[src/rtl/pdpu_pkg.sv]
// Shared helpers for the PDPU max-exponent search tree: index width, the
// most-negative exponent used for masked lanes, and per-level entry counts.
package pdpu_pkg;

    function automatic int idx_width(input int n);
        return (n <= 1) ? 1 : $clog2(n);
    endfunction

    function automatic longint exp_sentinel(input int width);
        return -(longint'(1) << width);
    endfunction

    // Entries left after lvl rounds of pairwise reduction; an odd entry passes through.
    function automatic int level_count(input int n, input int lvl);
        int c;
        c = n;
        for (int i = 0; i < lvl; i++) begin
            c = (c + 1) / 2;
        end
        return c;
    endfunction

endpackage

[src/rtl/pdpu_max_exp_node.sv]
// One compare node of the max-exponent tree: a valid lane beats an invalid one,
// the larger signed exponent wins, and ties go to the lower lane index.
module pdpu_max_exp_node #(
    parameter int WIDTH = 8,
    parameter int IDXW  = 3
) (
    input  logic signed [WIDTH:0]  a_exp,
    input  logic        [IDXW-1:0] a_idx,
    input  logic                   a_vld,
    input  logic signed [WIDTH:0]  b_exp,
    input  logic        [IDXW-1:0] b_idx,
    input  logic                   b_vld,
    output logic signed [WIDTH:0]  y_exp,
    output logic        [IDXW-1:0] y_idx,
    output logic                   y_vld
);

    logic take_b;

    always_comb begin
        take_b = 1'b0;
        if (a_vld != b_vld) begin
            take_b = b_vld;
        end else if (a_vld) begin
            if (b_exp > a_exp) begin
                take_b = 1'b1;
            end else if (b_exp == a_exp) begin
                take_b = (b_idx < a_idx);
            end
        end else begin
            // Both masked: keep the lower index so an all-masked item reports lane 0.
            take_b = (b_idx < a_idx);
        end
    end

    assign y_exp = take_b ? b_exp : a_exp;
    assign y_idx = take_b ? b_idx : a_idx;
    assign y_vld = a_vld | b_vld;

endmodule

[src/rtl/pdpu_max_exp_tree_pipe.sv]
// Pipelined, stallable max-exponent search over N masked signed lanes, with a
// register after every REG_EVERY comparator levels and one global advance enable.
module pdpu_max_exp_tree_pipe
    import pdpu_pkg::*;
#(
    parameter int N         = 8,
    parameter int WIDTH     = 8,
    parameter int REG_EVERY = 1,
    localparam int IDXW     = idx_width(N)
) (
    input  logic                        clk_i,
    input  logic                        rst_ni,
    input  logic                        flush_i,
    input  logic                        in_valid_i,
    output logic                        in_ready_o,
    input  logic [N-1:0][WIDTH:0]       exp_i,
    input  logic [N-1:0]                mask_i,
    output logic                        out_valid_o,
    input  logic                        out_ready_i,
    output logic signed [WIDTH:0]       max_exp_o,
    output logic        [IDXW-1:0]      max_idx_o,
    output logic                        all_masked_o
);

    localparam int     LEVELS   = $clog2(N);
    localparam int     LV       = (LEVELS < 1) ? 1 : LEVELS;
    localparam int     STAGES   = (LV + REG_EVERY - 1) / REG_EVERY;
    localparam longint SENT_L   = exp_sentinel(WIDTH);
    localparam logic signed [WIDTH:0] SENTINEL = SENT_L[WIDTH:0];

    logic [STAGES-1:0] vld_p;
    logic              adv;

    assign out_valid_o = vld_p[STAGES-1];
    assign adv         = ~out_valid_o | out_ready_i;
    assign in_ready_o  = adv;

    always_ff @(posedge clk_i or negedge rst_ni) begin
        if (!rst_ni) begin
            vld_p <= '0;
        end else if (flush_i) begin
            vld_p <= '0;
        end else if (adv) begin
            vld_p[0] <= in_valid_i;
            for (int s = 1; s < STAGES; s++) begin
                vld_p[s] <= vld_p[s-1];
            end
        end
    end

    for (genvar l = 0; l < LV; l++) begin : g_lvl
        localparam int CI     = level_count(N, l);
        localparam int CO     = level_count(N, l + 1);
        localparam bit IS_REG = ((l + 1) % REG_EVERY == 0);

        logic signed [WIDTH:0]  in_exp [CI];
        logic        [IDXW-1:0] in_idx [CI];
        logic                   in_vld [CI];
        logic signed [WIDTH:0]  nd_exp [CO];
        logic        [IDXW-1:0] nd_idx [CO];
        logic                   nd_vld [CO];
        logic signed [WIDTH:0]  exp_p  [CO];
        logic        [IDXW-1:0] idx_p  [CO];
        logic                   lv_p   [CO];

        if (l == 0) begin : g_src
            for (genvar k = 0; k < N; k++) begin : g_lane
                assign in_exp[k] = mask_i[k] ? $signed(exp_i[k]) : SENTINEL;
                assign in_idx[k] = IDXW'(k);
                assign in_vld[k] = mask_i[k];
            end
        end else begin : g_chain
            assign in_exp = g_lvl[l-1].exp_p;
            assign in_idx = g_lvl[l-1].idx_p;
            assign in_vld = g_lvl[l-1].lv_p;
        end

        for (genvar j = 0; j < CO; j++) begin : g_node
            if (2 * j + 1 < CI) begin : g_cmp
                pdpu_max_exp_node #(
                    .WIDTH (WIDTH),
                    .IDXW  (IDXW)
                ) u_node (
                    .a_exp (in_exp[2*j]),
                    .a_idx (in_idx[2*j]),
                    .a_vld (in_vld[2*j]),
                    .b_exp (in_exp[2*j+1]),
                    .b_idx (in_idx[2*j+1]),
                    .b_vld (in_vld[2*j+1]),
                    .y_exp (nd_exp[j]),
                    .y_idx (nd_idx[j]),
                    .y_vld (nd_vld[j])
                );
            end else begin : g_pass
                assign nd_exp[j] = in_exp[2*j];
                assign nd_idx[j] = in_idx[2*j];
                assign nd_vld[j] = in_vld[2*j];
            end
        end

        if (l == LV - 1) begin : g_out_reg
            // Final stage: lane-valid resets high so all_masked_o reads 0 out of reset.
            always_ff @(posedge clk_i or negedge rst_ni) begin
                if (!rst_ni) begin
                    exp_p[0] <= '0;
                    idx_p[0] <= '0;
                    lv_p[0]  <= 1'b1;
                end else if (adv) begin
                    exp_p[0] <= nd_exp[0];
                    idx_p[0] <= nd_idx[0];
                    lv_p[0]  <= nd_vld[0];
                end
            end
        end else if (IS_REG) begin : g_mid_reg
            // Intermediate stage boundary.
            always_ff @(posedge clk_i) begin
                if (adv) begin
                    exp_p <= nd_exp;
                    idx_p <= nd_idx;
                    lv_p  <= nd_vld;
                end
            end
        end else begin : g_comb
            assign exp_p = nd_exp;
            assign idx_p = nd_idx;
            assign lv_p  = nd_vld;
        end
    end

    assign max_exp_o    = g_lvl[LV-1].exp_p[0];
    assign max_idx_o    = g_lvl[LV-1].idx_p[0];
    assign all_masked_o = ~g_lvl[LV-1].lv_p[0];

endmodule

[config.mk]
export PLATFORM = sky130hd
export DESIGN_NAME = pdpu_max_exp_tree_pipe
export DESIGN_NICKNAME = d
export VERILOG_FILES = /design/src/rtl/pdpu_pkg.sv /design/src/rtl/pdpu_max_exp_node.sv /design/src/rtl/pdpu_max_exp_tree_pipe.sv
export SDC_FILE = /design/constraint.sdc
export NUM_CORES = 1
export LEC_CHECK = 0
export CORE_ASPECT_RATIO = 0.6
export CORE_MARGIN = 2
export CORE_UTILIZATION = 49
export DETAILED_ROUTE_END_ITERATION = 8
export PLACE_DENSITY = 0.74
export SYNTH_ARGS = -nofsm -noshare
export SYNTH_HDL_FRONTEND = slang
export SYNTH_SLANG_ARGS = --single-unit
[constraint.sdc]
create_clock -name clk_i -period 3.7 [get_ports clk_i]
set_clock_uncertainty 0.15 [all_clocks]
set_input_delay 0.555 -clock clk_i [delete_from_list [all_inputs] [get_ports clk_i]]
set_output_delay 0.555 -clock clk_i [all_outputs]
set_load 0.05 [all_outputs]
# After elaboration in Yosys (flattened, before gate mapping)
# Index checks and enable logic that the tools add are counted.
[word_totals] regBits=94 output_inout_bits=15 word_cells=101
[classes] order_cmp=10 eq_ne=10 muxes=48 bitwise=10 reduce_logical=1
[op_table] cell="9-bit 2-to-1 mux" n=15
[op_table] cell="9-bit > comparator" n=7
[op_table] cell="1-bit 2-to-1 mux" n=28
[op_table] cell="9-bit equality test" n=3
[op_table] cell="3-bit 2-to-1 mux" n=5
[op_table] cell="3-bit < comparator" n=3
[op_table] cell="1-bit OR" n=8
[op_table] cell="1-bit != test" n=7
[op_table] cell="1-bit NOT" n=2
[op_table] cell="2-bit nonzero test" n=1

# Longest topological paths before layout
# Gate-level depths: netlist of run 1.
[logic_depth] ltp_word=6 mapped_depth=11 ltp_nobuf=9

# Cells and area by module
# Synthesis of run 1 repeated with hierarchy kept, for this count alone.
[unflattened] hier_cells=619 area_unflattened_um2=7732.4
[modules_own_cells] mod="pdpu_max_exp_node" n_inst=7 cells_each=61 area_each_um2=609.3 seq_area_each_um2=0.0
[modules_own_cells] mod="pdpu_max_exp_tree_pipe" n_inst=1 cells_each=192 area_each_um2=3467.1 seq_area_each_um2=2743.9

# Worst setup path before layout of run 1
# No wires, ideal clock.
[synth_timing] path_kind="reg-to-output" start="reg vld_p[2]" end="out in_ready_o" t_arrival_ns=3.512 required_time_ns=2.995 slack_ns=-0.517 path_stages_with_launch=4 path_buffers=2 cell_sequence="dfrtp_1 -> nand2b_1 -> clkbuf_1 -> clkbuf_1"
[synth_between] elab_chain_len=2
[synth_lines] element="start, declared" line_no="pdpu_max_exp_tree_pipe.sv:31" source="logic [STAGES-1:0] vld_p;"
[synth_lines] element="start signal, assigned by index" line_no="pdpu_max_exp_tree_pipe.sv:46" source="vld_p[s] <= vld_p[s-1];"
[synth_lines] element="1-bit NOT" line_no="pdpu_max_exp_tree_pipe.sv:35" source="assign adv = ~out_valid_o | out_ready_i;"
[synth_lines] element="1-bit OR" line_no="pdpu_max_exp_tree_pipe.sv:35"
[synth_lines] element="end, declared" line_no="pdpu_max_exp_tree_pipe.sv:15" source="output logic in_ready_o,"
# No other way between the ends.

# Worst setup path after layout of run 1
[layout_timing] start="in mask_i[5]" end="reg g_lvl[0].exp_p[14] in the netlist's numbering, data pin"
[layout_between] elab_chain_len=6
[layout_lines] element="start, declared" line_no="pdpu_max_exp_tree_pipe.sv:17" source="input logic [N-1:0] mask_i,"
[layout_lines] element="9-bit 2-to-1 mux" line_no="pdpu_max_exp_tree_pipe.sv:68" source="assign in_exp[k] = mask_i[k] ? $signed(exp_i[k]) : SENTINEL;"
[layout_lines] element="9-bit > comparator" line_no="pdpu_max_exp_node.sv:25" source="if (b_exp > a_exp) begin"
[layout_lines] element="1-bit 2-to-1 mux" line_no="pdpu_max_exp_node.sv:25"
[layout_lines] element="1-bit 2-to-1 mux" line_no="pdpu_max_exp_node.sv:24" source="end else if (a_vld) begin"
[layout_lines] element="1-bit 2-to-1 mux" line_no="pdpu_max_exp_node.sv:22" source="if (a_vld != b_vld) begin"
[layout_lines] element="9-bit 2-to-1 mux (*)" line_no="pdpu_max_exp_node.sv:36" source="assign y_exp = take_b ? b_exp : a_exp;"
[layout_lines] element="via g_lvl[0].g_node[2].g_cmp.u_node.y_exp[5]" line_no="pdpu_max_exp_node.sv:13" source="output logic signed [WIDTH:0] y_exp,"
[layout_lines] element="end signal, assigned" line_no="pdpu_max_exp_tree_pipe.sv:118" source="exp_p <= nd_exp;"
[layout_lines] element="end, declared" line_no="pdpu_max_exp_tree_pipe.sv:62" source="logic signed [WIDTH:0] exp_p [CO];"
# Mark *: on every way through the listed nets, which the timed path passes. The rest lies on a longest branch.
# A chain may end at the register's enable or synchronous reset.

==> key figures, run 1 <==
Critical path
  – Setup slack, reg-to-reg: around 790 ps
  – Required time of the critical path: 3610 ps
  – Critical path type: primary input to flop
  – Nature of the critical path endpoint: flop
  – Worst-path maximum fanout: 10
  – WP data arrival: approximately 3300 ps
  – Startpoint types: primary input

Placement
  – Pre-CTS WS: approximately 35 ps
  – I/O Buffers: 99
  – Global placer's final weighted congestion: 0.902
  – DPL Wire Length: between 9000 and 10000 um

Synthesis
  – Post-synthesis cell type count: a little under 50
  – Syn_nets: 704
  – Synth area leader: edfxtp_1
  – Register area share after synthesis: 0.433
  – FF+latch count, synth: 84
  – Synthesized area: around 5600 um2
  – Post-synth EDFFs: just under 70
  – Post-synth ARST share: 0.190
  – Mapped Avg Cell Area: slightly above 10 um2
  – Post-synth top flop: edfxtp_1
  – Synth top area cells: edfxtp_1, ha_1, mux2i_1
  – Synth top area share: 0.362
  – Syn Inst Count: between 500 and 600
  – Synthesis Warnings: 0

Floorplanning
  – Placeable Area: 11300 um2
  – Die ar.: 12400 um2
  – Io pins: 100
  – FP Rows: 30
  – Die height: slightly below 90 um
  – Initial Utilization: 0.501
  – Chip Width: 143 um

Detailed routing
  – DRT Pass-1 Iters: 4
  – Routed Antenna Nets: 0
  – Routed WL: around 12000 um
  – Routed len/inst: between 15 and 20 um
  – Drt first-iter violations: 389
  – Drt via density: 5.43
  – DR vias: between 4000 and 5000
  – DRC viols: 0

Clocking
  – Setup bufs post-CTS: 0
  – CTS root buf: clkbuf_16
  – Hold-fix buffers, CTS: 0
  – CTS tree: built
  – Clk buf depth: 2
  – CTS resizes: 0
  – Clk slew on worst S/H paths: about 60 ps
  – Number of CTS-inserted buffers: 9
  – Clock Latency Late Sink: around 330 ps
  – Sink Count: 84
  – H-tree depth: 3

Layout
  – Leading cell type in the layout, fill and taps excluded: clkdlybuf4s50_1
  – # fillers: ~870
  – Fin nets: 804
  – Most frequent cells in the layout: clkdlybuf4s50_1, inv_1, nand2_1, edfxtp_1, ha_1
  – Area grow syn2layout: 25.4%
  – Share of cells above drive strength 1: 0.0760
  – Antenna Cells: 0

Global routing
  – Global route overflow: 0
  – Largest net degree at the start of global routing: between 60 and 70
  – Overall Global Routing Usage: 0.209
  – First-pass GRT wire length: 20200 um
  – Vias in the first global route: just over 4000
  – Initial antenna violation count: 0

Pwr
  – Pleak: ~3.4 nW
  – Logic pwr share: 0.357
  – Reg power frac: 0.388
  – P_int: between 0.002 and 0.0025 W
  – Clock power share: 0.255
  – Power density cells: between 400 and 500 nW/um2
  – Switching Share: 0.336
  – P_sw: between 0.001 and 0.0015 W
  – Peak VDD IR: between 0.2 and 0.3 mV

Run status
  – Status: finished, final reports clean

Job
  – Max_cap viols: 0

STA
  – RSZ-0062 raised after global routing: no
  – Relative slew slack: 0.512
  – Crit share post-route: 0.906
  – Final setup fails: 0
  – Max Slew Vio Count: 0
  – Final min period: 3350 ps
  – Worst slew pin tran: about 730 ps
  – Fmax achieved: 298 MHz
  – Setup WS post-layout: between 300 and 400 ps
  – Final hold vios: 0
  – Sum Neg Setup Slack: 0 ps

Worst hold path
  – Hold Crit Class: flop to flop
-- kinds of logic (layout without fill, tap and decap cells) --
logic type | Yosys count | count (layout) | synth area share
muxes | 66 | 66 | 0.122
AOI/OAI and AO/OA | 78 | 78 | 0.0946
xor gates and xnor gates | 4 | 4 | 0.00621
adders and majority gates | 68 | 68 | 0.150
and+or+nand+nor | 145 | 145 | 0.117
DFF | 84 | 84 | 0.433
buffers and inverters | 108 | 213 | 0.0771
-- flip-flops by register name, summed over array words and instances (netlist names) --
| name | flops |
|---|---|
| g_lvl.idx_p | 8 |
| max_exp_o | 9 |
| vld_p | 3 |
| max_idx_o | 3 |
| g_lvl.exp_p | 54 |
| g_lvl.lv_p | 7 |
-- power by group through the flow --
stage / logic [W] / clock network [W] / registers, W
detailed placement: 0.00122 / 0 / 0.00136
global route: 0.00135 / 0.000938 / 0.00137
global placement: 0.00119 / 0 / 0.00136
CTS: 0.00124 / 0.000899 / 0.00135
finish: 0.00124 / 0.000886 / 0.00135
floorplan: 0.000624 / 0 / 0.00155
-- cell usage after synthesis (7+ instances only) --
cell,number
inv_1,89
nand2_1,73
edfxtp_1,68
ha_1,66
mux2i_1,44
nor2_1,27
a21oi_1,25
mux2_2,22
dfrtp_1,15
a2111oi_0,11
nand3_1,11
a21o_1,8
o21ai_0,8
clkbuf_1,7
-- final cells by class --
class,count,area [um2],share of cell area
Tap cell,144,180,0.0255
Multi-Input combinational cell,361,2770,0.392
Sequential cell,84,2440,0.345
Timing Repair Buffer,106,1040,0.147
Clock inverter,5,61.3,0.00866
Inverter,91,342,0.0483
Clock buffer,11,233,0.0329
-- critical path, cell delays in order --
cell,delay [ps]
clkdlybuf4s50_1,660
inv_1,100
nor2_1,170
inv_1,60
ha_1,300
nand4_1,150
or4_1,440
o211ai_1,140
a22o_1,520
mux2i_1,170
-- metrics by stage --
| stage | instances | area (um2) | utilization | power [W] | hold slack (ps) |
|---|---|---|---|---|---|
| 2_1_floorplan | 553 | 5650 | - | 0.00217 | 109 |
| 3_3_place_gp | 786 | 6780 | 0.602 | 0.00255 | 347 |
| 3_5_place_dp | 786 | 6780 | 0.602 | 0.00259 | 349 |
| 4_1_cts | 802 | 7080 | 0.628 | 0.00348 | 362 |
| 5_1_grt | 802 | 7080 | 0.628 | 0.00365 | 395 |
| 6_report | 802 | 7080 | 0.628 | 0.00347 | 359 |
-- routing by layer --
layer / wire [um] / up-vias / global-route usage / part of all wire
met1: 6250 / 2027 / 0.311 / 0.50
met3: 870 / 4 / 0.0511 / 0.070
met4: 37 / 0 / 0.0225 / 0.0030
met2: 5290 / 161 / 0.322 / 0.42
li1: - / 2159 / - / -
met5: 0 / - / 0 / 0
-- final timing paths --
check,start,to,cells past startpoint
min in group asynchronous,rst_ni,max_exp_o[0],1
max reg2reg,g_lvl[1].exp_p[3],max_idx_o[1],7
max,mask_i[5],g_lvl[0].exp_p[14],10
min,g_lvl[2].lv_p,g_lvl[2].lv_p,2
max in group asynchronous,rst_ni,max_exp_o[8],1
min reg2reg,g_lvl[2].lv_p,g_lvl[2].lv_p,2
(Power assumes the default switching activity.)
==> run 2: changes to the inputs <==
--- a/config.mk
+++ b/config.mk
@@ -8,6 +8,7 @@
 export CORE_ASPECT_RATIO = 0.6
 export CORE_MARGIN = 2
 export CORE_UTILIZATION = 49
+export CTS_CLUSTER_DIAMETER = 120
 export DETAILED_ROUTE_END_ITERATION = 8
 export PLACE_DENSITY = 0.74
 export SYNTH_ARGS = -nofsm -noshare
==> results of run 2 <==
Same layout as run 1: the final DEF is identical, and so are final timing and power.
==> patch 1, RTL diff (config.mk and constraints of run 2) <==
Change the parameter `N` from 8 to 16.
--- a/src/rtl/pdpu_max_exp_tree_pipe.sv
+++ b/src/rtl/pdpu_max_exp_tree_pipe.sv
@@ -3,7 +3,7 @@
 module pdpu_max_exp_tree_pipe
     import pdpu_pkg::*;
 #(
-    parameter int N         = 8,
+    parameter int N         = 16,
     parameter int WIDTH     = 8,
     parameter int REG_EVERY = 1,
     localparam int IDXW     = idx_width(N)
Ports: changed (resized exp_i, mask_i and max_idx_o); port bits go from 100 to 181. No check against the original RTL was run, so the function may have changed too.
==> patch 1 against run 2 <==
Synthesized area is 110% higher; global-route usage grew 0.82 points; power is 120% higher; sequential cell count is 96 higher; register-to-register slack improved by 150 ps; first-iteration DRC count grew 100%; cell area increased by 110%; final cell count up 110%; non-clock buffer count rose by 90; worst setup slack improved by 210 ps; combinational power is 110% higher; sequential power is 120% higher; wire length rose by 120%.
==> patch 1: results (changes against run 2) <==
[finish]
drive_gt1_share_pct=9.69  ; was 7.60%
reg.largest.list=g_lvl.exp_p x126, g_lvl.idx_p x22, g_lvl.lv_p x15
diodes=0  ; unchanged
nNetsFinal=1636  ; was 804

[route]
drt_iter0_markers=797  ; was 389
firstDrtPassIters=5  ; was 4
vias=8860  ; was 4,351
wl_per_cell_um=16.3  ; was 15.5 um
antenna_left=0  ; unchanged
wirelength_um=27200  ; was 12,400 um

[worst_setup_path]
worst-path-max-fanout=10  ; unchanged
max_stage_delay_ps=600  ; was 660 ps
cp_slowest_cell=clkdlybuf4s50_1  ; unchanged
cp_top_family=buffers and inverters  ; unchanged
rr_endpoint=g_lvl[2].exp_p[7]$_DFFE_PP_  ; was max_idx_o[1]$_DFFE_PN0P_
reg2reg_slack_ps=940  ; was 790 ps
critPathArrivalTime_ps=3270  ; was 3260 ps
reg2reg_from=g_lvl[1].exp_p[15]$_DFFE_PP_  ; was g_lvl[1].exp_p[3]$_DFFE_PP_
r2r_cells=9  ; was 7

[logic_synthesis]
yosysWarnings=0  ; unchanged
avgSynthCellArea_um2=10.6  ; was 10.2 um2
syn_nets=1452  ; was 704
yosysUniqueCellTypes=76  ; was 49
async_reset_ff_share_pct=10.0  ; was 19.0%
synth_common_cells=inv_1 (178), edfxtp_1 (162), nand2_1 (155), ha_1 (142), mux2i_1 (48)  ; was inv_1 (89), nand2_1 (73), edfxtp_1 (68), ha_1 (66), mux2i_1 (44)
yosys-top-cells-area=edfxtp_1 (40%), ha_1 (15%), inv_1 (5.5%)  ; was edfxtp_1 (36%), ha_1 (15%), mux2i_1 (7.8%)
synth-edff-count=162  ; was 68
ys_seq_area_share_pct=44.0  ; was 43.3%

[sta]
tns_ps=0  ; unchanged
worst_pin_slew_ps=995  ; was 732 ps

[power_and_ir_drop]
p_leak_nw=6.72  ; was 3.36 nW
peakVddDrop_v=0.000430  ; was 0.000250 V
p_sw_mw=2.57  ; was 1.17 mW

[worst_hold_path]
holdPathStages=2  ; unchanged
hp-start=max_idx_o[0]$_DFFE_PN0P_  ; was g_lvl[2].lv_p$_DFFE_PN1P_
hold_path_class=register to register  ; unchanged
min_to=max_idx_o[0]$_DFFE_PN0P_  ; was g_lvl[2].lv_p$_DFFE_PN1P_

[clock_tree]
cts_resized=0  ; unchanged
cts.path.max_buffers=2  ; unchanged
postCtsSetupBuffers=0  ; unchanged
cts_made_buffers=17  ; was 9
clock_latency_ps=440  ; was 330 ps
htreeDepth=4  ; was 3
clk_pin_slew_ps=70
root_buffer=clkbuf_16  ; unchanged

[global_routing]
grt_pass1_wl_um=44000  ; was 20,200 um
antenna_found_initial=0  ; unchanged
grt_max_degree=169  ; was 62
grt_use_total_pct=21.8  ; was 20.9%
grt_pass1_vias=8696  ; was 4,089

[place]
portBuffers=180  ; was 99
dpl_worst_slack_ps=155  ; was 35.4 ps
place_congestion=0.870  ; was 0.902
dp_hpwl_um=21700  ; was 9930 um

[outcome]
status=finished, final reports clean  ; unchanged

patch 1: changes by cell type in the layout (fill, tap and decap cells not counted), moves of 13 or more:
cell and change:
edfxtp_1 +94, clkdlybuf4s50_1 +80, nand2_1 +82, o21ai_0 +19, inv_1 +88, mux2_1 +21, ha_1 +76, o22ai_1 +13
nand3_1 +17
patch 1: worst max path at each step:
stage / startpoint / endpoint / slack (ps) / cells after the start
after floorplan: vld_p[3]$_DFFE_PN0P_ / in_ready_o / 820 / 3
after global placement: mask_i[15] / g_lvl[0].exp_p[8]$_DFFE_PP_ / 270 / 9
after detailed placement: mask_i[10] / g_lvl[0].exp_p[24]$_DFFE_PP_ / 160 / 11
after CTS: mask_i[10] / g_lvl[0].exp_p[24]$_DFFE_PP_ / 630 / 11
after global routing: mask_i[10] / g_lvl[0].exp_p[24]$_DFFE_PP_ / 400 / 11
final: mask_i[10] / g_lvl[0].exp_p[24]$_DFFE_PP_ / 560 / 11
patch 1: logic make-up (layout without fill, tap and decap cells):
group           Yosys count  count (layout)  share of synthesized area [%]
buf+inv                 214             411                           7.53
simple gates            308             308                           12.1
compound gates          179             179                           10.9
xor+xnor                 12              12                          0.869
fa+ha+maj               142             142                           14.7
mux                     110             110                           10.0
flops                   180             180                           44.0
patch 1: cell type report:
cell class | count | area (um2)
inverter | 183 | 699
sequential | 180 | 5320
tap | 322 | 403
fill | 1953 | 9420
clock buffer | 17 | 425
clock inverter | 15 | 160
multi-input combinational | 751 | 5870
timing repair buffer | 196 | 1930
patch 1: metrics by stage:
step           instance area (um2)  hold WS [ps]
6_report                     14800           334
5_1_grt                      14800           377
4_1_cts                      14800           340
3_5_place_dp                 14200           324
3_3_place_gp                 14200           318
2_1_floorplan                12100           109
patch 1: metal layers:
metal  track usage (%)  up-vias  share of wire, %
li1                  -     4479                 -
met1              35.5     4112                54
met2              29.8      249                39
met3              3.75       20               5.9
met4              4.63        0              0.96
met5                 0        -                 0
patch 1: power groups by stage:
stage	clock (mW)	combinational (mW)	sequential [mW]
after floorplan	0	1.72	3.15
after global placement	0	2.58	3.04
after detailed placement	0	2.63	3.06
after CTS	1.84	2.65	3.02
after global routing	1.93	2.94	3.07
final	1.81	2.66	3.02
patch 1: tightest hold or removal path, delay by kind of cell (launching register included):
family	cells	cell delay, ps
compound gates	1	60
simple gates	1	50
flops	1	350
==> patch 2, RTL diff (settings of run 2) <==
Without the edit above. Make the reset (`rst_ni`) synchronous in 2 clocked blocks.
--- a/src/rtl/pdpu_max_exp_tree_pipe.sv
+++ b/src/rtl/pdpu_max_exp_tree_pipe.sv
@@ -35,7 +35,7 @@
     assign adv         = ~out_valid_o | out_ready_i;
     assign in_ready_o  = adv;
 
-    always_ff @(posedge clk_i or negedge rst_ni) begin
+    always_ff @(posedge clk_i) begin
         if (!rst_ni) begin
             vld_p <= '0;
         end else if (flush_i) begin
@@ -100,7 +100,7 @@
 
         if (l == LV - 1) begin : g_out_reg
             // Final stage: lane-valid resets high so all_masked_o reads 0 out of reset.
-            always_ff @(posedge clk_i or negedge rst_ni) begin
+            always_ff @(posedge clk_i) begin
                 if (!rst_ni) begin
                     exp_p[0] <= '0;
                     idx_p[0] <= '0;
Formal check against the unedited RTL: differs if rst_ni is asserted again (counterexample within 4 cycles, from zero or initial values and one cycle with rst_ni low); with rst_ni held inactive, the same outputs for 10 cycles.
==> patch 2 against run 2 <==
Cell area grew 2.4%; wire length rose by 8.6%; synthesized area up 1.8%; critical path depth is 1 lower; worst setup slack lost 46 ps; sequential cell count unchanged; power fell by 1.8%; fmax shrank 1.4%; critical path type unchanged; critical endpoint is now g_lvl[0].exp_p[24]$_DFFE_PP_; highest routed layer unchanged.
==> patch 2: results (changes against run 2) <==
[outcome]
status=finished, final reports clean  ; unchanged

[logic_synthesis]
ys_seq_area_share_pct=43.4  ; was 43.3%
yosysUniqueCellTypes=54  ; was 49
syn_inst=571  ; was 553
syn_nets=722  ; was 704
synth-edff-count=81  ; was 68
yosys-top-cells-area=edfxtp_1 (42%), ha_1 (14%), inv_1 (5.2%)  ; was edfxtp_1 (36%), ha_1 (15%), mux2i_1 (7.8%)
synth_common_cells=edfxtp_1 (81), inv_1 (79), ha_1 (66), nand2_1 (62), o21ai_0 (35)  ; was inv_1 (89), nand2_1 (73), edfxtp_1 (68), ha_1 (66), mux2i_1 (44)
async_reset_ff_share_pct=0  ; was 19.0%

[route]
firstDrtPassIters=5  ; was 4
dr_wl_met3_um=968  ; was 870 um
wirelength_um=13500  ; was 12,400 um
route.met2.wl_um=5420  ; was 5290 um
wl_met1_um=7020  ; was 6250 um
avgViaCountPerCell=5.59  ; was 5.43

[global_routing]
grt_util_met3_pct=3.88  ; was 5.11%
grt_max_degree=73  ; was 62
grt_use_total_pct=22.4  ; was 20.9%
grt_pass1_wl_um=21800  ; was 20,200 um
met2_usage_pct=31.6  ; was 32.2%

[finish]
nNetsFinal=822  ; was 804
stdcell_count=836  ; was 802

[worst_setup_path]
max_stage_delay_ps=710  ; was 660 ps
reg2reg_from=g_lvl[0].exp_p[16]$_DFFE_PP_  ; was g_lvl[1].exp_p[3]$_DFFE_PP_
critPathArrivalTime_ps=3310  ; was 3260 ps
r2r_cells=8  ; was 7
worst-path-max-fanout=12  ; was 10
crit_path_start=mask_i[2]  ; was mask_i[5]

[sta]
worst_pin_slew_ps=988  ; was 732 ps
whs_ps=329  ; was 359 ps

[worst_hold_path]
hp-start=vld_p[1]$_SDFFE_PP0P_  ; was g_lvl[2].lv_p$_DFFE_PN1P_

[place]
dp_hpwl_um=10700  ; was 9930 um
place_congestion=0.866  ; was 0.902
place_area_um2=6920  ; was 6780 um2
dpl_worst_slack_ps=37.4  ; was 35.4 ps

[power_and_ir_drop]
p_leak_nw=3.21  ; was 3.36 nW

patch 2: changes by cell type after synthesis, sizes merged, moves of 4 or more:
| cell | delta |
|---|---|
| o21ai | +27 |
| edfxtp | +13 |
| clkbuf | +5 |
| mux2i | -27 |
| a2111oi | -8 |
| a32o | +6 |
| nand3 | +8 |
| nand2 | -13 |
| a21boi | +10 |
| a221o | +4 |
| dfrtp | -15 |
| nor2 | -6 |
| and2 | +16 |
| inv | -12 |
patch 2: final cells by class:
cell class	count	area [um2]
Clock inverter	4	72.6
Timing Repair Buffer	108	1060
Clock buffer	12	256
Multi-Input combinational cell	389	2870
Inverter	79	297
Sequential cell	84	2490
Tap cell	160	200
Fill cell	901	4120
patch 2: final timing paths:
check                                 endpoint
hold reg to reg          vld_p[2]$_SDFFE_PP0P_
setup reg to reg   g_lvl[1].exp_p[1]$_DFFE_PP_
setup / recovery  g_lvl[0].exp_p[24]$_DFFE_PP_
hold / removal           vld_p[2]$_SDFFE_PP0P_
patch 2: power by group:
| group | internal, mW | switching (mW) | total, mW |
|---|---|---|---|
| Combinational | 0.479 | 0.626 | 1.10 |
| Sequential | 1.24 | 0.0873 | 1.33 |
| Clock | 0.627 | 0.350 | 0.976 |
patch 2: kinds of logic (layout without fill, tap and decap cells):
| group | Yosys count | in the layout | synth area share [%] |
|---|---|---|---|
| adder cells (fa/ha/maj) | 68 | 68 | 14.7 |
| XOR/XNOR | 3 | 3 | 0.457 |
| flip-flops | 84 | 84 | 43.4 |
| AO/OA/AOI/OAI | 126 | 126 | 14.8 |
| multiplexers | 37 | 37 | 6.88 |
| buffers and inverters | 98 | 203 | 6.66 |
| AND/OR/NAND/NOR | 155 | 155 | 13.1 |
